`config.mk`:
```
export PLATFORM = sky130hd
export DESIGN_NAME = seg_scan_reader
export DESIGN_NICKNAME = d
export VERILOG_FILES = /design/src/rtl/seg_scan_reader.sv
export SDC_FILE = /design/constraint.sdc
export NUM_CORES = 1
export LEC_CHECK = 0
export ABC_CLOCK_PERIOD_IN_PS = 4300
export CAP_MARGIN = 10
export CORE_MARGIN = 4
export CORE_UTILIZATION = 54
export DETAILED_ROUTE_END_ITERATION = 12
export GPL_TIMING_DRIVEN = 0
export PLACE_DENSITY = 0.9
export SLEW_MARGIN = 5
export SYNTH_ARGS = -nofsm -noshare
export SYNTH_HDL_FRONTEND = slang
export SYNTH_SLANG_ARGS = --single-unit
```
`constraint.sdc`:
```
create_clock -name clk -period 4.3 [get_ports clk]
set_input_delay 0.86 -clock clk [delete_from_list [all_inputs] [get_ports clk]]
set_output_delay 0.86 -clock clk [all_outputs]
set_load 0.005 [all_outputs]
```
`src/rtl/seg_scan_reader.sv`:
```
// seg_scan_reader: recovers BCD codes from a multiplexed active-low 7-segment bus.
// Define SEG_READER_SYNC_EN to add a two-flop input synchronizer ahead of the sample register.
module seg_scan_reader #(
    parameter int NUM_DIGITS    = 6,
    parameter int STABLE_CYCLES = 4
) (
    input  logic                    clk,
    input  logic                    rst_n,
    input  logic [6:0]              seg,
    input  logic [NUM_DIGITS-1:0]   an,
    output logic [4*NUM_DIGITS-1:0] digits,
    output logic [NUM_DIGITS-1:0]   digit_vld,
    output logic                    commit,
    output logic                    bad_pat,
    output logic                    frame_done,
    output logic [7:0]              err_cnt
);
    typedef enum logic [1:0] {IDLE = 2'd0, SETTLE = 2'd1, HOLD = 2'd2} state_t;

    localparam logic [7:0] STABLE_U8 = 8'(STABLE_CYCLES);

    function automatic logic [3:0] seg_decode(input logic [6:0] pat);
        case (pat)
            7'b1000000: seg_decode = 4'd0;
            7'b1111001: seg_decode = 4'd1;
            7'b0100100: seg_decode = 4'd2;
            7'b0110000: seg_decode = 4'd3;
            7'b0011001: seg_decode = 4'd4;
            7'b0010010: seg_decode = 4'd5;
            7'b0000010: seg_decode = 4'd6;
            7'b1111000: seg_decode = 4'd7;
            7'b0000000: seg_decode = 4'd8;
            7'b0011000: seg_decode = 4'd9;
            7'b1111111: seg_decode = 4'hF;
            default:    seg_decode = 4'hE;
        endcase
    endfunction

    logic [6:0]              in_seg_s;
    logic [NUM_DIGITS-1:0]   in_an_s;
    logic [6:0]              s_seg_q, p_seg_q;
    logic [NUM_DIGITS-1:0]   s_an_q, p_an_q;
    state_t                  state_q, state_d;
    logic [7:0]              cnt_q, cnt_d;
    logic [4*NUM_DIGITS-1:0] digits_q, digits_d;
    logic [NUM_DIGITS-1:0]   vld_q, vld_d;
    logic [NUM_DIGITS-1:0]   mask_q, mask_d;
    logic                    commit_q, commit_d;
    logic                    bad_q, bad_d;
    logic                    frame_q, frame_d;
    logic [7:0]              err_q, err_d;
    logic                    legal_s, same_s, commit_now_s;
    logic [3:0]              code_s;
    logic [NUM_DIGITS-1:0]   mask_next_s;

`ifdef SEG_READER_SYNC_EN
    logic [6:0]            sync1_seg_q, sync2_seg_q;
    logic [NUM_DIGITS-1:0] sync1_an_q, sync2_an_q;

    // Two-flop synchronizer; resets to a dark display (all lines high).
    always_ff @(posedge clk or negedge rst_n) begin
        if (!rst_n) begin
            sync1_seg_q <= '1;
            sync2_seg_q <= '1;
            sync1_an_q  <= '1;
            sync2_an_q  <= '1;
        end else begin
            sync1_seg_q <= seg;
            sync2_seg_q <= sync1_seg_q;
            sync1_an_q  <= an;
            sync2_an_q  <= sync1_an_q;
        end
    end

    assign in_seg_s = sync2_seg_q;
    assign in_an_s  = sync2_an_q;
`else
    assign in_seg_s = seg;
    assign in_an_s  = an;
`endif

    assign legal_s = $onehot(~s_an_q);
    assign same_s  = (s_seg_q == p_seg_q) && (s_an_q == p_an_q);
    assign code_s  = seg_decode(s_seg_q);

    // Next-state: stability FSM plus commit side effects on the stable sample.
    always_comb begin
        state_d      = state_q;
        cnt_d        = cnt_q;
        digits_d     = digits_q;
        vld_d        = vld_q;
        mask_d       = mask_q;
        err_d        = err_q;
        commit_d     = 1'b0;
        bad_d        = 1'b0;
        frame_d      = 1'b0;
        commit_now_s = 1'b0;
        mask_next_s  = mask_q | ~s_an_q;

        case (state_q)
            IDLE: begin
                if (legal_s) begin
                    state_d = SETTLE;
                    cnt_d   = 8'd1;
                end else begin
                    state_d = IDLE;
                end
            end
            SETTLE: begin
                if (!legal_s) begin
                    state_d = IDLE;
                    cnt_d   = 8'd0;
                end else if (!same_s) begin
                    cnt_d = 8'd1;
                end else if (cnt_q + 8'd1 == STABLE_U8) begin
                    commit_now_s = 1'b1;
                    state_d      = HOLD;
                    cnt_d        = STABLE_U8;
                end else begin
                    cnt_d = cnt_q + 8'd1;
                end
            end
            HOLD: begin
                if (!legal_s) begin
                    state_d = IDLE;
                    cnt_d   = 8'd0;
                end else if (!same_s) begin
                    state_d = SETTLE;
                    cnt_d   = 8'd1;
                end else begin
                    state_d = HOLD;
                end
            end
            default: begin
                state_d = IDLE;
                cnt_d   = 8'd0;
            end
        endcase

        if (commit_now_s) begin
            commit_d = 1'b1;
            for (int i = 0; i < NUM_DIGITS; i++) begin
                if (!s_an_q[i]) begin
                    digits_d[4*i +: 4] = code_s;
                    vld_d[i]           = 1'b1;
                end
            end
            if (code_s == 4'hE) begin
                bad_d = 1'b1;
                err_d = (err_q == 8'hFF) ? err_q : err_q + 8'd1;
            end else begin
                bad_d = 1'b0;
            end
            if (&mask_next_s) begin
                frame_d = 1'b1;
                mask_d  = '0;
            end else begin
                mask_d  = mask_next_s;
            end
        end else begin
            commit_d = 1'b0;
        end
    end

    // Sample registers, FSM state and registered outputs.
    always_ff @(posedge clk or negedge rst_n) begin
        if (!rst_n) begin
            s_seg_q  <= '0;
            s_an_q   <= '0;
            p_seg_q  <= '0;
            p_an_q   <= '0;
            state_q  <= IDLE;
            cnt_q    <= 8'd0;
            digits_q <= '0;
            vld_q    <= '0;
            mask_q   <= '0;
            commit_q <= 1'b0;
            bad_q    <= 1'b0;
            frame_q  <= 1'b0;
            err_q    <= 8'd0;
        end else begin
            s_seg_q  <= in_seg_s;
            s_an_q   <= in_an_s;
            p_seg_q  <= s_seg_q;
            p_an_q   <= s_an_q;
            state_q  <= state_d;
            cnt_q    <= cnt_d;
            digits_q <= digits_d;
            vld_q    <= vld_d;
            mask_q   <= mask_d;
            commit_q <= commit_d;
            bad_q    <= bad_d;
            frame_q  <= frame_d;
            err_q    <= err_d;
        end
    end

    assign digits     = digits_q;
    assign digit_vld  = vld_q;
    assign commit     = commit_q;
    assign bad_pat    = bad_q;
    assign frame_done = frame_q;
    assign err_cnt    = err_q;
endmodule
```
* After elaboration in Yosys (flattened, before gate mapping)
Cells that the tools add are included.
Widths: inputs -> output; s select.
** Storage, ports and cells
- Bits in registers :: 83
- Bits in latches :: 0
- RAM bits :: 0
- Memory bits (read-only) :: 0
- Input bits :: 15
- Output and inout port bits :: 41
- Word-level logic and storage cells :: 99
- Memories :: 0
** Operators by class
- Add/sub/neg operators :: 7
- Multipliers :: 0
- Div/mod/pow operators :: 0
- Order comparisons :: 0
- Eq/ne operators :: 22
- Shifts and indexed selects :: 0
- Multiplexer cells :: 25
- Bitwise operators :: 9
- Reduce and logical (&&, ||, !) cells :: 13
** Operators with widths (count)
- $mux 8 :: 6
- $pmux 4 s11 :: 1
- $eq 7x7->1 const B :: 4
- $pmux 8 s3 :: 1
- $eq 7x5->1 const B :: 3
- $add 8x1->8 const B :: 2
- $reduce_and 2->1 :: 8
- $eq 7x6->1 const B :: 2
- $mux 1 :: 10
- $mux 2 :: 5
- $ne 3x3->1 const B :: 3
- $eq 8x3->1 const B :: 1
- $eq 8x8->1 const B :: 1
- $eq 7x2->1 const B :: 1
- $eq 7x7->1 :: 1
- $logic_not 7->1 :: 1
- $not 1->1 :: 7
- $add 1x1->2 :: 3
- $eq 6x6->1 :: 1
- $mux 6 :: 1
- $not 6->6 :: 1
- $or 6x6->6 :: 1
- $pmux 2 s3 :: 1
- $reduce_and 6->1 :: 1
- other kinds (10) :: 10

* Longest topological paths before layout
Gate-level depths: netlist (run 1).
- Depth in word-level cells :: 8
- Mapped depth :: 11
- Mapped depth without buffers :: 11

* Worst setup path before layout (run 1)
Ideal clock, no wire load.
- Kind :: flip-flop to flip-flop
- Start point :: reg s_an_q[0]
- End point :: reg err_q[6] (netlist: err_cnt[6])
- Setup time :: 0.128 ns
- Data arrival time :: 3.733 ns
- Required time :: 4.172 ns
- Slack :: 0.440 ns
- Stages on the path, launching flop included :: 11
- Path buffers :: 1
- Period minus slack after synthesis :: 3.860 ns
- Path through :: dfrtp_1 > fa_1 > inv_1 > fa_1 > ha_1 > fa_1 > or3b_1 > or4_4 > buf_6 > nor4_2 > mux2_1
** On the way
- Cells in the longest elaborated chain, start to end :: 8
- Elaborated cells on any way between the ends :: 11
- Classes of those cells :: add/sub: 3; eq/ne: 2; mux: 3; bitwise: 1; reduce/logical: 2
** RTL lines
- start: declaration :: RTL line 42 : logic [NUM_DIGITS-1:0] s_an_q, p_an_q;
- start signal: assignment :: RTL line 183 : s_an_q <= in_an_s;
- $not 6->6 :: RTL line 82 : assign legal_s = $onehot(~s_an_q);
- $add 1x1->2 (not written as such) :: RTL line 82
- $add 2x2->3 (not written as such) :: RTL line 82
- $add 3x2->3 (not written as such) :: RTL line 82
- $eq 3x1->1 :: RTL line 82
- $mux 1 (*) :: RTL line 110 : if (!legal_s) begin
- $mux 1 (*) :: RTL line 100 : case (state_q)
- $reduce_and 3->1 (no line) (*)
- end signal: assignment :: RTL line 194 : err_q <= err_d;
- end: declaration :: RTL line 51 : logic [7:0] err_q, err_d;
Mark *: on every way between the ends. The rest lies on a longest branch, timed or not.
A chain may end at the register's enable or synchronous reset.

* Worst setup path after layout (run 1)
Ends and elaborated chain as after synthesis.

==> impl_results.md, run 1 <==
- Status: finished clean
- Sw Pwr: 0.000383 W
- Via-to-Cell Ratio: 5.75
- Die Span Y: 90.5 um
- Kind of end point of the critical path: register
- Yosys warnings: 0
- Area growth, synth to finish: 24.4%
- Number of buffers created by CTS: 9
- Filler Cell Count: 450
- Switching Share: 24.5%
- Clock-pin slew on the worst setup and hold paths: 0.08 ns
- Syn_area_per_cell: 12.3 sq um
- TritonCTS Sinks: 83
- Synth top area share: 56.6%
- Comb power frac: 8.7%
- Mapped cell area: 3670 sq um
- Hold buffers post-CTS: 0
- CP Max Fanout: 10
- Final net count: 386
- Hold WC Path Type: reg2reg
- Die X: 90.5 um
- Starting density of the core: 56.9%
- Hold Path Depth: 0
- Placed Instance Area: 4340 sq um
- Max VDD drop: 310 uV
- Simple-Gate Fraction of Synth Area: 17.2%
- Buf/Inv on CP: 2
- H-tree levels: 3
- Clock Tree Root: clkbuf_8
- Post-Layout Cell Count: 447
- Top cells by count, synth: 83 x dfrtp_1, 20 x mux2_1, 20 x xor2_1, 15 x nor3_1, 14 x nand2_1
- Crit path launch type: register
- Vias in the first global route: 2844
- Overall Global Routing Usage: 20.7%
- Global-route wire length before repair: 13.7 mm
- Post-synthesis sequential area ratio: 56.6%
- Compound-Gate Fraction of Synth Area: 6.98%
- DRT iter0 DRCs: 95
- Highest clock rate: 0.244 GHz
- First drt pass iteration count: 4
- Final wirelength: 7.95 mm
- Clock share of power: 38.9%
- Residual DRC: 0
- Synth top area cells: dfrtp_1 57%, mux2_1 6.1%, xor2_1 4.8%
- Synth Area in XOR/XNOR: 5.72%
- Tightest Pin Transition: 0.776 ns
- Hold Path Sink: p_seg_q[3]$_DFF_PN0_
- Port Buffers: 55
- CTS tree: done
- WL met3: 605 um
- Async SR Flop Fraction: 100%
- Post-synthesis mux area share: 8.52%
- Number of antenna violations at the first check in global routing: 0
- Slew HR: 48.3%
- WP depth: 10
- Combinational family with the most area after synthesis: simple AND/OR/NAND/NOR gates
- Crit path largest cell delay: 0.58 ns
- Pin count of the biggest net entering global routing: 60
- Core Footprint: 6460 sq um
- Overall power: 0.00157 W
- EDFF count, synth: 0
- Metal2 WL: 4.06 mm
- Kind of critical path: reg2reg
- Antenna Cells: 0
- Max Buffers Root-to-Sink: 2
- CP arrival: 4.34 ns
- Row cnt: 29
- CP required: 4.53 ns
- DRT antenna net count: 0
- Clock skew: 0.0121 ns
- Ys flop type: dfrtp_1
- Family with the most delay on the worst path: adder cells
- RR Startpoint: s_an_q[0]$_DFF_PN0_
- Routability cong.: 0.868
- Power per cell area: 343 nW/um^2
- Cell leakage power: 2.07 nW
- RSZ-0062 raised after global routing: no
- Internal Power: 0.00118 W
- Highest metal used: met4
- WL/cell: 17.8 um
- Dpl hpwl: 5.52 mm
- Most numerous cell in the Yosys netlist: dfrtp_1
- Tcrit/Tclk final: 95.4%
- R2r worst-path depth: 10
- Endpoints failing setup: 0
- Placed insts: 431
- Distinct cells, synth: 54
- CP dominant cell by count: fa_1
- Area of the die: 8180 sq um
- Setup TNS: 0 ns
- Sequential fraction of design power: 52.4%
- Num ports: 56
- R2r endpoint: err_cnt[6]$_DFFE_PN0P_
- #FFs+latches synth: 83
- Total gr overflow: 0
- Max Cap Violations: 0
- Worst-path cell chain: fa_1, inv_1, fa_1, ha_1, fa_1, or3b_1, or4_4, buf_6, nor4_2, mux2_1
- Via count: 2570
- Post-Syn Nets: 319
- Hold path start: s_seg_q[3]$_DFF_PN0_
- Post-synthesis adder-cell area fraction: 2.66%
- Area leader, netlist: dfrtp_1
- Share of layout cells above drive strength 1: 11.6%
- Metal-1 WL: 3.22 mm
- Hold Fails Final Rpt: 0
- Worst R2R Setup Slack: 0.20 ns
- Clk_lat worst skew: 0.34 ns
- Minimum clock period: 4.10 ns
- Slowest stage cell, crit path: or4_4
- Design Area, Final: 4570 sq um
- Final Slew Violations: 0
- Post-Synthesis Cells: 298
## worst reg2reg max path: stages, from the launching register on
cell and delay (ns):
dfrtp_1 0.47, fa_1 0.57, inv_1 0.05, fa_1 0.44
ha_1 0.21, fa_1 0.44, or3b_1 0.45, or4_4 0.58
buf_6 0.19, nor4_2 0.25, mux2_1 0.34
## cell usage in the layout (no fill, tap or decap), types with 9 or more instances in the layout
cell type        instances
xor2_1                  20
nand3_1                 10
mux2_1                  20
clkbuf_8                 9
nand2_1                 14
dfrtp_1                 83
nor3_1                  15
inv_1                   10
clkdlybuf4s50_1         54
nor2_1                  13
## through the flow
stage	utilization [%]	hold WS, ns	setup WS [ns]
floorplan	-	0.349	0.440
detailed placement	67.3	0.356	0.155
finish	70.7	0.374	0.197
global route	70.7	0.379	0.0561
global placement	66.9	0.354	-0.402
CTS	70.6	0.375	0.129
## state kept, by name, summed over array words and instances, names as in the netlist
name / cells
digits: 24
cnt_q: 8
err_cnt: 8
p_seg_q: 7
s_seg_q: 7
digit_vld: 6
mask_q: 6
p_an_q: 6
s_an_q: 6
state_q: 2
bad_pat: 1
commit: 1
frame_done: 1
## cell families (layout without fill, tap and decap cells)
family	Yosys count	count (layout)
AND/OR/NAND/NOR	104	104
flip-flops	83	83
AO/OA/AOI/OAI	33	33
multiplexers	28	28
XOR/XNOR	24	24
buffers and inverters	20	92
adder cells (fa/ha/maj)	6	6
## what timing repair did
| action | in CTS | in global routing |
|---|---|---|
| gates resized for setup | 0 | 1 |
| setup endpoints to repair | 0 | 1 |
| setup buffers | 0 | 0 |
## worst max path at each step
stage,startpoint,end
2_1_floorplan,s_an_q[0]$_DFF_PN0_,err_cnt[6]$_DFFE_PN0P_
5_1_grt,s_an_q[0]$_DFF_PN0_,err_cnt[1]$_DFFE_PN0P_
3_3_place_gp,rst_n,cnt_q[5]$_DFFE_PN0P_
3_5_place_dp,s_an_q[0]$_DFF_PN0_,err_cnt[1]$_DFFE_PN0P_
4_1_cts,s_an_q[0]$_DFF_PN0_,err_cnt[1]$_DFFE_PN0P_
6_report,s_an_q[0]$_DFF_PN0_,err_cnt[6]$_DFFE_PN0P_
## layout make-up
cell class	instances	area (sq um)	share of cell area, %
flip-flops and latches	83	2080	45.5
multi-input cells	195	1520	33.2
repair buffers	56	576	12.6
clock buffers	11	131	2.88
well taps	77	96.3	2.11
clock inverters	5	85.1	1.86
inverters	12	45.0	0.986
plain buffers	8	41.3	0.904
## metal layers
metal | global-route usage, % | up-vias
met1 | 25.4 | 1289
met4 | 5.48 | 0
met3 | 8.08 | 8
li1 | - | 1197
met5 | 0 | -
met2 | 34.3 | 76
## power groups by stage
stage | Clock [W] | Combinational, W | Sequential (W)
2_1_floorplan | 0 | 0.0000814 | 0.000831
3_3_place_gp | 0 | 0.000125 | 0.000835
3_5_place_dp | 0 | 0.000136 | 0.000836
4_1_cts | 0.000620 | 0.000138 | 0.000821
5_1_grt | 0.000652 | 0.000155 | 0.000825
6_report | 0.000609 | 0.000137 | 0.000821
Note: power is estimated with default switching activity, not from simulation.
==> run 2: changes to the inputs <==
--- a/config.mk
+++ b/config.mk
@@ -6,12 +6,13 @@
 export NUM_CORES = 1
 export LEC_CHECK = 0
 export ABC_CLOCK_PERIOD_IN_PS = 4300
-export CAP_MARGIN = 10
+export CAP_MARGIN = 15
 export CORE_MARGIN = 4
 export CORE_UTILIZATION = 54
 export DETAILED_ROUTE_END_ITERATION = 12
 export GPL_TIMING_DRIVEN = 0
 export PLACE_DENSITY = 0.9
+export SETUP_SLACK_MARGIN = 0.4
 export SLEW_MARGIN = 5
 export SYNTH_ARGS = -nofsm -noshare
 export SYNTH_HDL_FRONTEND = slang
==> run 2 against run 1 <==
Against the previous run:
- sequential share of layout area is 1.8 points lower
- design area rose by 4.2%
- power rose by 1.1%
- routed wire length rose by 11%
- setup slack improved by 0.11 ns
- via count grew 4.0%
- register-to-register slack gained 0.11 ns
- first-iteration DRC count rose by 37%
- final cell count increased by 2.0%
- clock skew grew 0.0098 ns
- fmax up 2.9%
- critical path type unchanged
- largest power group unchanged
==> impl_results.md, run 2 (same netlist as run 1, synthesis figures left out) <==
- Num ports: 56 (unchanged)
- Most frequent cells in the layout: 80 x dfrtp_1, 54 x clkdlybuf4s50_1, 20 x xor2_1 (was 83 x dfrtp_1, 54 x clkdlybuf4s50_1, 20 x xor2_1, 20 x mux2_1, 15 x nor3_1)
- Max FFs per register: 24 (unchanged)
- Status: finished clean (unchanged)
- H-tree levels: 3 (unchanged)
- Power per cell area: 333 nW/um^2 (was 343 nW/um^2)
- Kind of end point of the critical path: register (unchanged)
- Clock Tree Root: clkbuf_8 (unchanged)
- DRT iter0 DRCs: 130 (was 95)
- Hold WC Path Type: reg2reg (unchanged)
- RR Startpoint: s_an_q[0]$_DFF_PN0_ (unchanged)
- Placed insts: 431 (unchanged)
- Overall power: 0.00158 W (was 0.00157 W)
- Number of buffers created by CTS: 9 (unchanged)
- Cell leakage power: 2.12 nW (was 2.07 nW)
- Pin count of the biggest net entering global routing: 60 (unchanged)
- CTS tree: done (unchanged)
- Core Footprint: 6460 sq um (unchanged)
- Via count: 2672 (was 2570)
- Post-placement setup slack: 0.155 ns (unchanged)
- Starting density of the core: 56.9% (unchanged)
- Die X: 90.5 um (unchanged)
- Dpl hpwl: 5.52 mm (unchanged)
- RSZ-0062 raised after global routing: yes (was no)
- Endpoints failing setup: 0 (unchanged)
- Residual DRC: 0 (unchanged)
- Row cnt: 29 (unchanged)
- Slew HR: 39.1% (was 48.3%)
- Commonest non-fill, non-tap cell in the layout: dfrtp_1 (unchanged)
- Vias in the first global route: 2877 (was 2844)
- Setup TNS: 0 ns (unchanged)
- Area of the die: 8180 sq um (unchanged)
- Clock-pin slew on the worst setup and hold paths: 0.08 ns (about the same)
- Crit. Startpoint: s_an_q[0]$_DFF_PN0_ (unchanged)
- Minimum clock period: 3.99 ns (was 4.10 ns)
- Max Buffers Root-to-Sink: 2 (unchanged)
- CP arrival: 4.20 ns (was 4.34 ns)
- Clock skew: 0.0218 ns (was 0.0121 ns)
- Total gr overflow: 0 (unchanged)
- Kind of critical path: reg2reg (unchanged)
- Global-route wire length before repair: 13.7 mm (about the same)
- DRT antenna net count: 0 (unchanged)
- Max VDD drop: 304 uV (was 310 uV)
- Tightest Pin Transition: 0.914 ns (was 0.776 ns)
- Max Cap Violations: 0 (unchanged)
- Die Span Y: 90.5 um (unchanged)
- Fin util: 73.7% (was 70.7%)
- CP required: 4.51 ns (was 4.53 ns)
- CP Max Fanout: 6 (was 10)
- Fin worst setup slack: 0.312 ns (was 0.197 ns)
- Clk_lat worst skew: 0.36 ns (was 0.34 ns)
- Number of antenna violations at the first check in global routing: 0 (unchanged)
- Post-Layout Cell Count: 456 (was 447)
- TritonCTS Sinks: 83 (unchanged)
- Crit path launch type: register (unchanged)
- WL/cell: 19.4 um (was 17.8 um)
- Routability cong.: 0.868 (unchanged)
- Final Slew Violations: 0 (unchanged)
- Port Buffers: 55 (unchanged)
- Final net count: 395 (was 386)
- Overall Global Routing Usage: 20.9% (was 20.7%)
- Final wirelength: 8.86 mm (was 7.95 mm)
- Hold Fails Final Rpt: 0 (unchanged)
- Area growth, synth to finish: 29.6% (was 24.4%)
- First drt pass iteration count: 4 (unchanged)
- Share of layout cells above drive strength 1: 19.0% (was 11.6%)
- Via-to-Cell Ratio: 5.86 (was 5.75)
- Tcrit/Tclk final: 92.8% (was 95.4%)
- Antenna Cells: 0 (unchanged)
- Hold path start: s_seg_q[3]$_DFF_PN0_ (unchanged)
- Highest clock rate: 0.251 GHz (was 0.244 GHz)
==> run 2: cell count changes in the layout (fill, tap and decap cells not counted), sizes merged <==
| cell | change |
|---|---|
| buf | +8 |
| clkbuf | +1 |
==> run 2: critical path, stage by stage, from the launching register on <==
cell and delay [ns]:
dfrtp_2 0.43, fa_1 0.54, inv_1 0.05, fa_1 0.49, ha_2 0.18, fa_1 0.41
or3b_4 0.43, or4_4 0.55, clkbuf_16 0.19, nor2_4 0.20, mux2_1 0.39
==> run 2: timing repair <==
item | 4_1_cts | 5_1_grt
hold endpoints to repair | 0 | 0
setup endpoints to repair | 30 | 32
setup buffers | 5 | 3
pin swaps | 2 | 1
gates cloned | 0 | 1
resized for setup | 13 | 16
hold buffers | 0 | 0
==> run 2: final timing paths <==
path                                               end  slack [ns]  cells past startpoint
worst max-delay path            digits[17]$_DFFE_PN0P_        0.31                     10
worst min-delay path              p_seg_q[3]$_DFF_PN0_        0.37                      0
worst max register to register  digits[17]$_DFFE_PN0P_        0.31                     10
worst min register to register    p_seg_q[3]$_DFF_PN0_        0.37                      0
max in group asynchronous          s_an_q[0]$_DFF_PN0_        3.29                      2
min in group asynchronous       digits[19]$_DFFE_PN0P_        0.41                      1
==> run 2: per-layer routing <==
layer	routed length, um	GRT usage (%)
met1	3550	25.2
met3	618	8.42
met2	4560	34.7
met4	130	5.87
met5	0	0
==> run 2: layout make-up <==
class                      count  area [sq um]
tap                           77          96.3
buffer                         8          50.0
timing repair buffer          65           661
fill                         408          1700
clock buffer                  11           131
inverter                      12          45.0
clock inverter                 5          85.1
multi-input combinational    195          1610
sequential                    83          2080
==> run 2: report_power, final <==
| part | leakage [nW] | switching [W] | internal [W] |
|---|---|---|---|
| logic | 0.926 | 0.0000898 | 0.0000589 |
| clock network | 0.104 | 0.000284 | 0.000331 |
| registers | 1.09 | 0.0000217 | 0.000799 |
==> run 2: per-stage QoR <==
| stage | hold WS [ns] | instance area, sq um |
|---|---|---|
| 6_report | 0.372 | 4760 |
| 5_1_grt | 0.379 | 4760 |
| 4_1_cts | 0.375 | 4650 |
| 3_5_place_dp | 0.356 | 4340 |
| 3_3_place_gp | 0.354 | 4320 |
| 2_1_floorplan | 0.349 | 3670 |
